`src/rtl/dp_sort_regbank.sv`:
```
// Purpose : DEPTH x DATAWIDTH register bank with random write, serial shift-in and adjacent compare-and-swap for bubble sort.
// Latency : array updates and flags land one cycle after the command; reads and ooo are combinational on registered state.
// Backpress: none; one array command is accepted per cycle with priority cs_en > wr_en > sh_en, the others are dropped.
module dp_sort_regbank #(
   parameter int DATAWIDTH = 8,
   parameter int DEPTH     = 8,
   parameter int ADDRW     = 3,
   parameter bit DESCEND   = 1'b0
) (
   input  logic                 clk,
   input  logic                 clr_n,
   input  logic                 wr_en,
   input  logic [ADDRW-1:0]     wr_addr,
   input  logic [DATAWIDTH-1:0] wr_data,
   input  logic                 sh_en,
   input  logic [DATAWIDTH-1:0] sh_data,
   input  logic                 cs_en,
   input  logic                 cs_force,
   input  logic [ADDRW-1:0]     cs_addr,
   input  logic                 pass_start,
   input  logic [ADDRW-1:0]     rd_addr_a,
   output logic [DATAWIDTH-1:0] rd_data_a,
   input  logic [ADDRW-1:0]     rd_addr_b,
   output logic [DATAWIDTH-1:0] rd_data_b,
   output logic                 ooo,
   output logic                 swapped,
   output logic                 swapped_any,
   output logic                 err
);

   // One extra bit so DEPTH itself is representable when DEPTH == 2^ADDRW.
   localparam logic [ADDRW:0] LP_DEPTH   = (ADDRW+1)'(DEPTH);
   localparam logic [ADDRW:0] LP_LAST_CS = (ADDRW+1)'(DEPTH-2);

   logic [DEPTH-1:0][DATAWIDTH-1:0] r_mem;
   logic                            r_swapped;
   logic                            r_swapped_any;
   logic                            r_err;

   logic                 w_cs_legal;
   logic                 w_wr_legal;
   logic                 w_ooo;
   logic                 w_do_swap;
   logic [DATAWIDTH-1:0] w_lo;
   logic [DATAWIDTH-1:0] w_hi;

   assign w_cs_legal = ({1'b0, cs_addr} <= LP_LAST_CS);
   assign w_wr_legal = ({1'b0, wr_addr} <  LP_DEPTH);

   // Select the adjacent pair (cs_addr, cs_addr+1); an illegal index yields 0/0 so it never compares out of order.
   always_comb begin
      w_lo = '0;
      w_hi = '0;
      for (int k = 0; k < DEPTH-1; k++) begin
         if (cs_addr == ADDRW'(k)) begin
            w_lo = r_mem[k];
            w_hi = r_mem[k+1];
         end
      end
   end

   // Strict unsigned compare: equal keys are never out of order.
   assign w_ooo     = w_cs_legal && (DESCEND ? (w_lo < w_hi) : (w_lo > w_hi));
   assign w_do_swap = cs_en && w_cs_legal && (cs_force || w_ooo);

   // Two independent read ports; indices past the last entry read as zero.
   always_comb begin
      rd_data_a = '0;
      rd_data_b = '0;
      for (int k = 0; k < DEPTH; k++) begin
         if (rd_addr_a == ADDRW'(k)) rd_data_a = r_mem[k];
         if (rd_addr_b == ADDRW'(k)) rd_data_b = r_mem[k];
      end
   end

   // Array update, single-cycle status pulses and the sticky swap flag.
   always_ff @(posedge clk) begin
      if (!clr_n) begin
         r_mem         <= '0;
         r_swapped     <= 1'b0;
         r_swapped_any <= 1'b0;
         r_err         <= 1'b0;
      end else begin
         r_swapped <= w_do_swap;
         // Only the winning command can flag an error; dropped commands are silent.
         r_err     <= (cs_en && !w_cs_legal) || (!cs_en && wr_en && !w_wr_legal);

         // A swap in the same cycle as pass_start keeps the flag set.
         if (w_do_swap) begin
            r_swapped_any <= 1'b1;
         end else if (pass_start) begin
            r_swapped_any <= 1'b0;
         end

         if (cs_en) begin
            if (w_do_swap) begin
               for (int k = 0; k < DEPTH-1; k++) begin
                  if (cs_addr == ADDRW'(k)) begin
                     r_mem[k]   <= w_hi;
                     r_mem[k+1] <= w_lo;
                  end
               end
            end
         end else if (wr_en) begin
            for (int k = 0; k < DEPTH; k++) begin
               if (wr_addr == ADDRW'(k)) begin
                  r_mem[k] <= wr_data;
               end
            end
         end else if (sh_en) begin
            for (int k = DEPTH-1; k > 0; k--) begin
               r_mem[k] <= r_mem[k-1];
            end
            r_mem[0] <= sh_data;
         end
      end
   end

   assign ooo         = w_ooo;
   assign swapped     = r_swapped;
   assign swapped_any = r_swapped_any;
   assign err         = r_err;

endmodule

```
`config.mk`:
```
export PLATFORM = sky130hd
export DESIGN_NAME = dp_sort_regbank
export DESIGN_NICKNAME = d
export VERILOG_FILES = /design/src/rtl/dp_sort_regbank.sv
export SDC_FILE = /design/constraint.sdc
export NUM_CORES = 1
export LEC_CHECK = 0
export ABC_AREA = 1
export CAP_MARGIN = 10
export CORE_MARGIN = 2
export CORE_UTILIZATION = 30
export DETAILED_ROUTE_END_ITERATION = 6
export PLACE_DENSITY = 0.46
export SLEW_MARGIN = 20
export SYNTH_ARGS = -nofsm -noshare
export SYNTH_HDL_FRONTEND = slang
export SYNTH_SLANG_ARGS = --single-unit
export TNS_END_PERCENT = 1
```
`constraint.sdc`:
```
create_clock -name clk -period 4.57 [get_ports clk]
set_clock_uncertainty 0.2 [all_clocks]
set_input_delay 0.6855 -clock clk [delete_from_list [all_inputs] [get_ports clk]]
set_output_delay 0.6855 -clock clk [all_outputs]
set_load 0.02 [all_outputs]
```
; Yosys cells after proc, flatten, opt, wreduce, memory -nomap -nowiden
; Index checks and enable logic that the tools add are counted.
[op_classes]
n_eq_ne = 44
n_mux = 54
n_reduce_logical = 20
magnitude_cmp = 2
[op_table]
columns = operator, n
row1 = $mux W8, 38
row2 = $mux W64, 4
row3 = $mux W16, 10
row4 = $eq A3 B3 Y1 const B, 15
row5 = $ne A3 B1 Y1 const B, 12
row6 = $reduce_and A4 Y1, 8
row7 = $eq A3 B2 Y1 const B, 8
row8 = $eq A3 B1 Y1 const B, 4
row9 = $logic_not A3 Y1, 4
row10 = $gt A8 B8 Y1, 1
row11 = $ne A4 B2 Y1 const B, 2
row12 = $ne A2 B1 Y1 const B, 3
row13 = $logic_and A1 B1 Y1, 4
row14 = $le A3 B3 Y1 const B, 1
row15 = $reduce_bool A3 Y1, 1
row16 = $mux W1, 2
row17 = $reduce_bool A2 Y1, 1
row18 = $logic_not A1 Y1, 1
row19 = $logic_or A1 B1 Y1, 1
[word_totals]
reg_bits = 67

; Logic depth before layout (Yosys ltp)
[logic_depth]
word_depth = 22
ltp_mapped = 27
ltp_nobuf = 24

; Least setup slack after synthesis
; OpenSTA, ideal clock, no wires.
[synth_path]
path_kind = input-to-output
start = in cs_addr[1]
end = out ooo
stages = 16
setup_slack_ns = 1.083
t_arrival_ns = 2.602
n_path_buf = 2
cell_sequence = buf_4 > inv_2 > nand3_1 > inv_1 > buf_2 > nand2_1 > nand4_1 > nor2_1 > and3_1 > ha_1 > nand2_1 > nor2_1 > nand2_1 > nand2_1 > nand2_1 > nor2_1
[synth_between]
elab_chain_cells = 10
elab_cells_between_ends = 24
[synth_lines]
columns = element, line_no
row1 = "start, declared", 19  ; input logic [ADDRW-1:0] cs_addr,
row2 = $logic_not A3 Y1, 55  ; if (cs_addr == ADDRW'(k)) begin
row3 = $mux W8 (7 in a row), 55
row4 = $gt A8 B8 Y1, 63  ; assign w_ooo = w_cs_legal && (DESCEND ? (w_lo < w_hi) : (w_lo > w_hi));
row5 = $logic_and A1 B1 Y1 (*), 63
row6 = "end, declared", 25  ; output logic ooo,
; Every way passes the cells marked *; elsewhere a longest branch is shown, timed or not.

; Worst setup path after layout
; Same ends and word-level chain as after synthesis.

==> impl_metrics.xml <==
<?xml version="1.0" encoding="UTF-8"?>
<metrics>
  <group name="clock_tree">
    <metric name="cts_tree" unit="">done</metric>
    <metric name="clk_latency" unit="ns">0.35</metric>
    <metric name="post_cts_hold_buffers" unit="">0</metric>
    <metric name="path_clk_slew" unit="ns">0.06</metric>
    <metric name="cts-htree-levels" unit="">3</metric>
    <metric name="clock_tree.buffer_depth" unit="">2</metric>
    <metric name="cts_made_buffers" unit="">9</metric>
    <metric name="clkSinkCount" unit="">67</metric>
    <metric name="clock_tree.root_cell" unit="">clkbuf_16</metric>
  </group>
  <group name="place">
    <metric name="hpwlAfterDp" unit="µm">22400</metric>
    <metric name="buffer_ports.inserted" unit="">54</metric>
    <metric name="finalWeightedCongestion" unit="">0.967</metric>
    <metric name="placed_cells_incl_taps" unit="">1484</metric>
  </group>
  <group name="timing">
    <metric name="setup_viol_count_final" unit="">0</metric>
    <metric name="final-max-slew-violation-count" unit="">0</metric>
    <metric name="min_period" unit="ns">4.31</metric>
    <metric name="max_freq" unit="MHz">232</metric>
    <metric name="worstMarginPinSlew" unit="ns">0.814</metric>
    <metric name="final_min_period_over_clock_period" unit="%">94.3</metric>
    <metric name="hold_violations" unit="">0</metric>
    <metric name="max_slew_margin_vs_limit" unit="%">45.8</metric>
    <metric name="grt_setup_unrepaired" unit="">false</metric>
  </group>
  <group name="global_routing">
    <metric name="grt_pass1_vias" unit="">7640</metric>
    <metric name="maximum_number_of_pins_on_one_net_before_global_route_repair" unit="">78</metric>
    <metric name="grt_usage" unit="%">27.0</metric>
    <metric name="total_gr_overflow" unit="">0</metric>
    <metric name="grt_pass1_wl" unit="µm">44200</metric>
    <metric name="grt_antenna_before_repair" unit="">0</metric>
  </group>
  <group name="run_status">
    <metric name="status" unit="">completed</metric>
  </group>
  <group name="die">
    <metric name="pin_count" unit="">55</metric>
    <metric name="fp-row-count" unit="">52</metric>
    <metric name="initial_core_util" unit="%">30.5</metric>
    <metric name="die_h" unit="µm">147</metric>
    <metric name="core-area" unit="µm²">20200</metric>
    <metric name="floorplan.die_area" unit="µm²">21600</metric>
    <metric name="horizontal_extent_of_the_die" unit="µm">147</metric>
  </group>
  <group name="pwr">
    <metric name="power_density" unit="nW/µm²">289</metric>
    <metric name="design_power_total" unit="µW">2250</metric>
    <metric name="leakage" unit="µW">0.00336</metric>
    <metric name="power.ir.vdd_worst" unit="µV">178</metric>
  </group>
  <group name="worst_setup_path">
    <metric name="worst_setup_path_start_kind" unit="">primary input</metric>
    <metric name="critical_path_peak_fanout" unit="">11</metric>
    <metric name="timing.critical_path.arrival" unit="ns">3.42</metric>
    <metric name="timing.critical_path.required" unit="ns">3.68</metric>
    <metric name="critical-path-slowest-cell" unit="">clkdlybuf4s50_1</metric>
    <metric name="cp_common_cell" unit="">nand2_1</metric>
    <metric name="crit_path_end_kind" unit="">primary output</metric>
    <metric name="critPathKind" unit="">in -&gt; out</metric>
    <metric name="cpPeakStageDelay" unit="ns">0.58</metric>
    <metric name="cp_cell_sequence" unit="">clkdlybuf4s50_1 &gt; inv_2 &gt; nor3_1 &gt; buf_4 &gt; inv_1 &gt; nor2_1 &gt; inv_1 &gt; nand2_1 &gt; ha_1 &gt; nand2_1 &gt; inv_1 &gt; nand2_1 &gt; nand2_1 &gt; nand2_1 &gt; nand2_1 &gt; nand2_1 &gt; nor2_1 &gt; dlygate4sd2_1</metric>
  </group>
  <group name="detailed_routing">
    <metric name="drt.antenna.violating_nets" unit="">0</metric>
    <metric name="routedWlPerCell" unit="µm">19.5</metric>
    <metric name="drc_errors" unit="">0</metric>
    <metric name="route.vias.total" unit="">8018</metric>
    <metric name="detailed_router_iteration_count_before_antenna_repair" unit="">7</metric>
    <metric name="drt_first_iter_violations" unit="">658</metric>
    <metric name="viasPerCell" unit="">5.35</metric>
    <metric name="routed_wirelength" unit="µm">29200</metric>
  </group>
  <group name="cells_and_area">
    <metric name="nNetsFinal" unit="">1268</metric>
    <metric name="multiInputGateArea" unit="µm²">4050</metric>
    <metric name="postLayoutCoreUtil" unit="%">38.5</metric>
    <metric name="ff_latch_area" unit="µm²">1340</metric>
    <metric name="antenna_cell_count" unit="">0</metric>
    <metric name="layout-area-overhead-vs-synth" unit="%">26.5</metric>
    <metric name="final_layout_size_suffix_gt1_share" unit="%">8.86</metric>
    <metric name="final_cells" unit="">1500</metric>
    <metric name="fill_cell_count" unit="">2307</metric>
  </group>
  <group name="synthesis">
    <metric name="post_synth_instance_area" unit="µm²">6140</metric>
    <metric name="synth_async_sr_flop_share" unit="%">0</metric>
    <metric name="synthesis.instances" unit="">1137</metric>
    <metric name="number_of_flops_mapped_to_enable_cells_by_yosys" unit="">0</metric>
    <metric name="post_synthesis_net_count" unit="">1180</metric>
    <metric name="synth-main-ff-cell" unit="">dfxtp_1</metric>
    <metric name="synth.yosys.warnings" unit="">0</metric>
    <metric name="synth.yosys.seq_area_share" unit="%">21.8</metric>
    <metric name="synth.avg_cell_area" unit="µm²">5.40</metric>
    <metric name="synth_cell_type_count" unit="">32</metric>
    <metric name="synth_seq_cells" unit="">67</metric>
  </group>
  <group name="hold_path">
    <metric name="timing.hold.worst.class" unit="">reg -&gt; reg</metric>
  </group>
  <group name="run">
    <metric name="drv.max_cap_violation_count" unit="">0</metric>
  </group>
</metrics>
## repair_timing
item,4_1_cts,5_1_grt
resized for setup,1,0
buffers inserted,0,0
setup endpoints to repair,1,0
## per-layer routing
layer / global-route usage, % / share of wire [%] / vias up
met5: 0 / 0 / -
met4: 11.3 / 4.0 / 0
met3: 2.83 / 4.6 / 70
met2: 45.8 / 48 / 273
met1: 34.9 / 44 / 3770
li1: - / - / 3905
## per-stage QoR
| step | hold WS (ns) | TNS (ns) | worst slack (ns) | area [µm²] |
|---|---|---|---|---|
| floorplan | 0.254 | 0 | 1.08 | 6140 |
| global placement | 0.260 | 0 | 0.0214 | 7440 |
| detailed placement | 0.267 | -0.00543 | -0.00543 | 7440 |
| CTS | 0.277 | 0 | 0.259 | 7770 |
| global route | 0.311 | 0 | 0.00738 | 7770 |
| finish | 0.273 | 0 | 0.263 | 7770 |
## worst max-delay path: cells and delay by family
family	cells	cell delay, ns
buffers and inverters	7	1.55
and+or+nand+nor	10	0.91
adders and majority gates	1	0.26
## report_power, final
group          internal [µW]  switching, µW  total [µW]
Combinational            270            481         751
Clock                    508            300         807
Sequential               635           54.9         690
## cells by family after synthesis
family	count (synthesis)	share of synthesized area (%)
AO/OA/AOI/OAI	269	23.7
adder cells (fa/ha/maj)	8	1.63
buffers and inverters	194	12.3
flip-flops	67	21.8
AND/OR/NAND/NOR	599	40.6
## state kept, by name, indices dropped and copies added (netlist names)
register,flops
err,1
r_mem,64
swapped,1
swapped_any,1
## cell type report
class                      count  area share, %
multi-input combinational    876           52.1
tap                          270           4.35
clock inverter                 4          0.934
inverter                     143           6.91
sequential                    67           17.3
timing repair buffer         128           15.2
clock buffer                  12           3.30
## Yosys cell counts (8+ instances only)
master,count,area [µm²]
a21oi_1,119,596
nand2_2,8,50.1
nor3_1,18,90.1
o211ai_1,9,67.6
ha_1,8,100
buf_2,15,75.1
inv_1,135,507
buf_1,8,30.0
nand2_1,360,1350
nand4_1,19,119
o2111ai_1,9,78.8
nand3_1,84,420
o21ai_0,102,510
o22ai_1,20,125
nor2_1,101,379
dfxtp_1,67,1340
clkbuf_1,26,97.6
## worst paths after layout
| path | start | end | slack [ns] | depth (start not counted) |
|---|---|---|---|---|
| min | swapped_any$_SDFFE_PN0P_ | swapped_any$_SDFFE_PN0P_ | 0.27 | 2 |
| max | cs_addr[1] | ooo | 0.26 | 18 |
| max reg2reg | r_mem[37]$_SDFFE_PN0P_ | r_mem[62]$_SDFFE_PN0P_ | 1.44 | 20 |
| min reg2reg | swapped_any$_SDFFE_PN0P_ | swapped_any$_SDFFE_PN0P_ | 0.27 | 2 |
## cell usage in the layout (no fill, tap or decap), types with 3 or more instances in the layout
master,synthesis,final
nand2_2,8,8
inv_1,135,135
nand3_1,84,84
a21oi_1,119,119
o21ai_0,102,102
ha_1,8,8
clkinv_1,3,3
o2111ai_1,9,9
dfxtp_1,67,67
nand4_1,19,19
o22ai_1,20,20
buf_12,0,7
clkbuf_16,0,9
nor2_1,101,101
nor3_1,18,18
clkdlybuf4s50_1,0,52
buf_4,2,67
o31ai_1,6,6
nand2_1,360,360
inv_2,5,5
o211ai_1,9,9
Note: power is estimated with default switching activity, not from simulation.
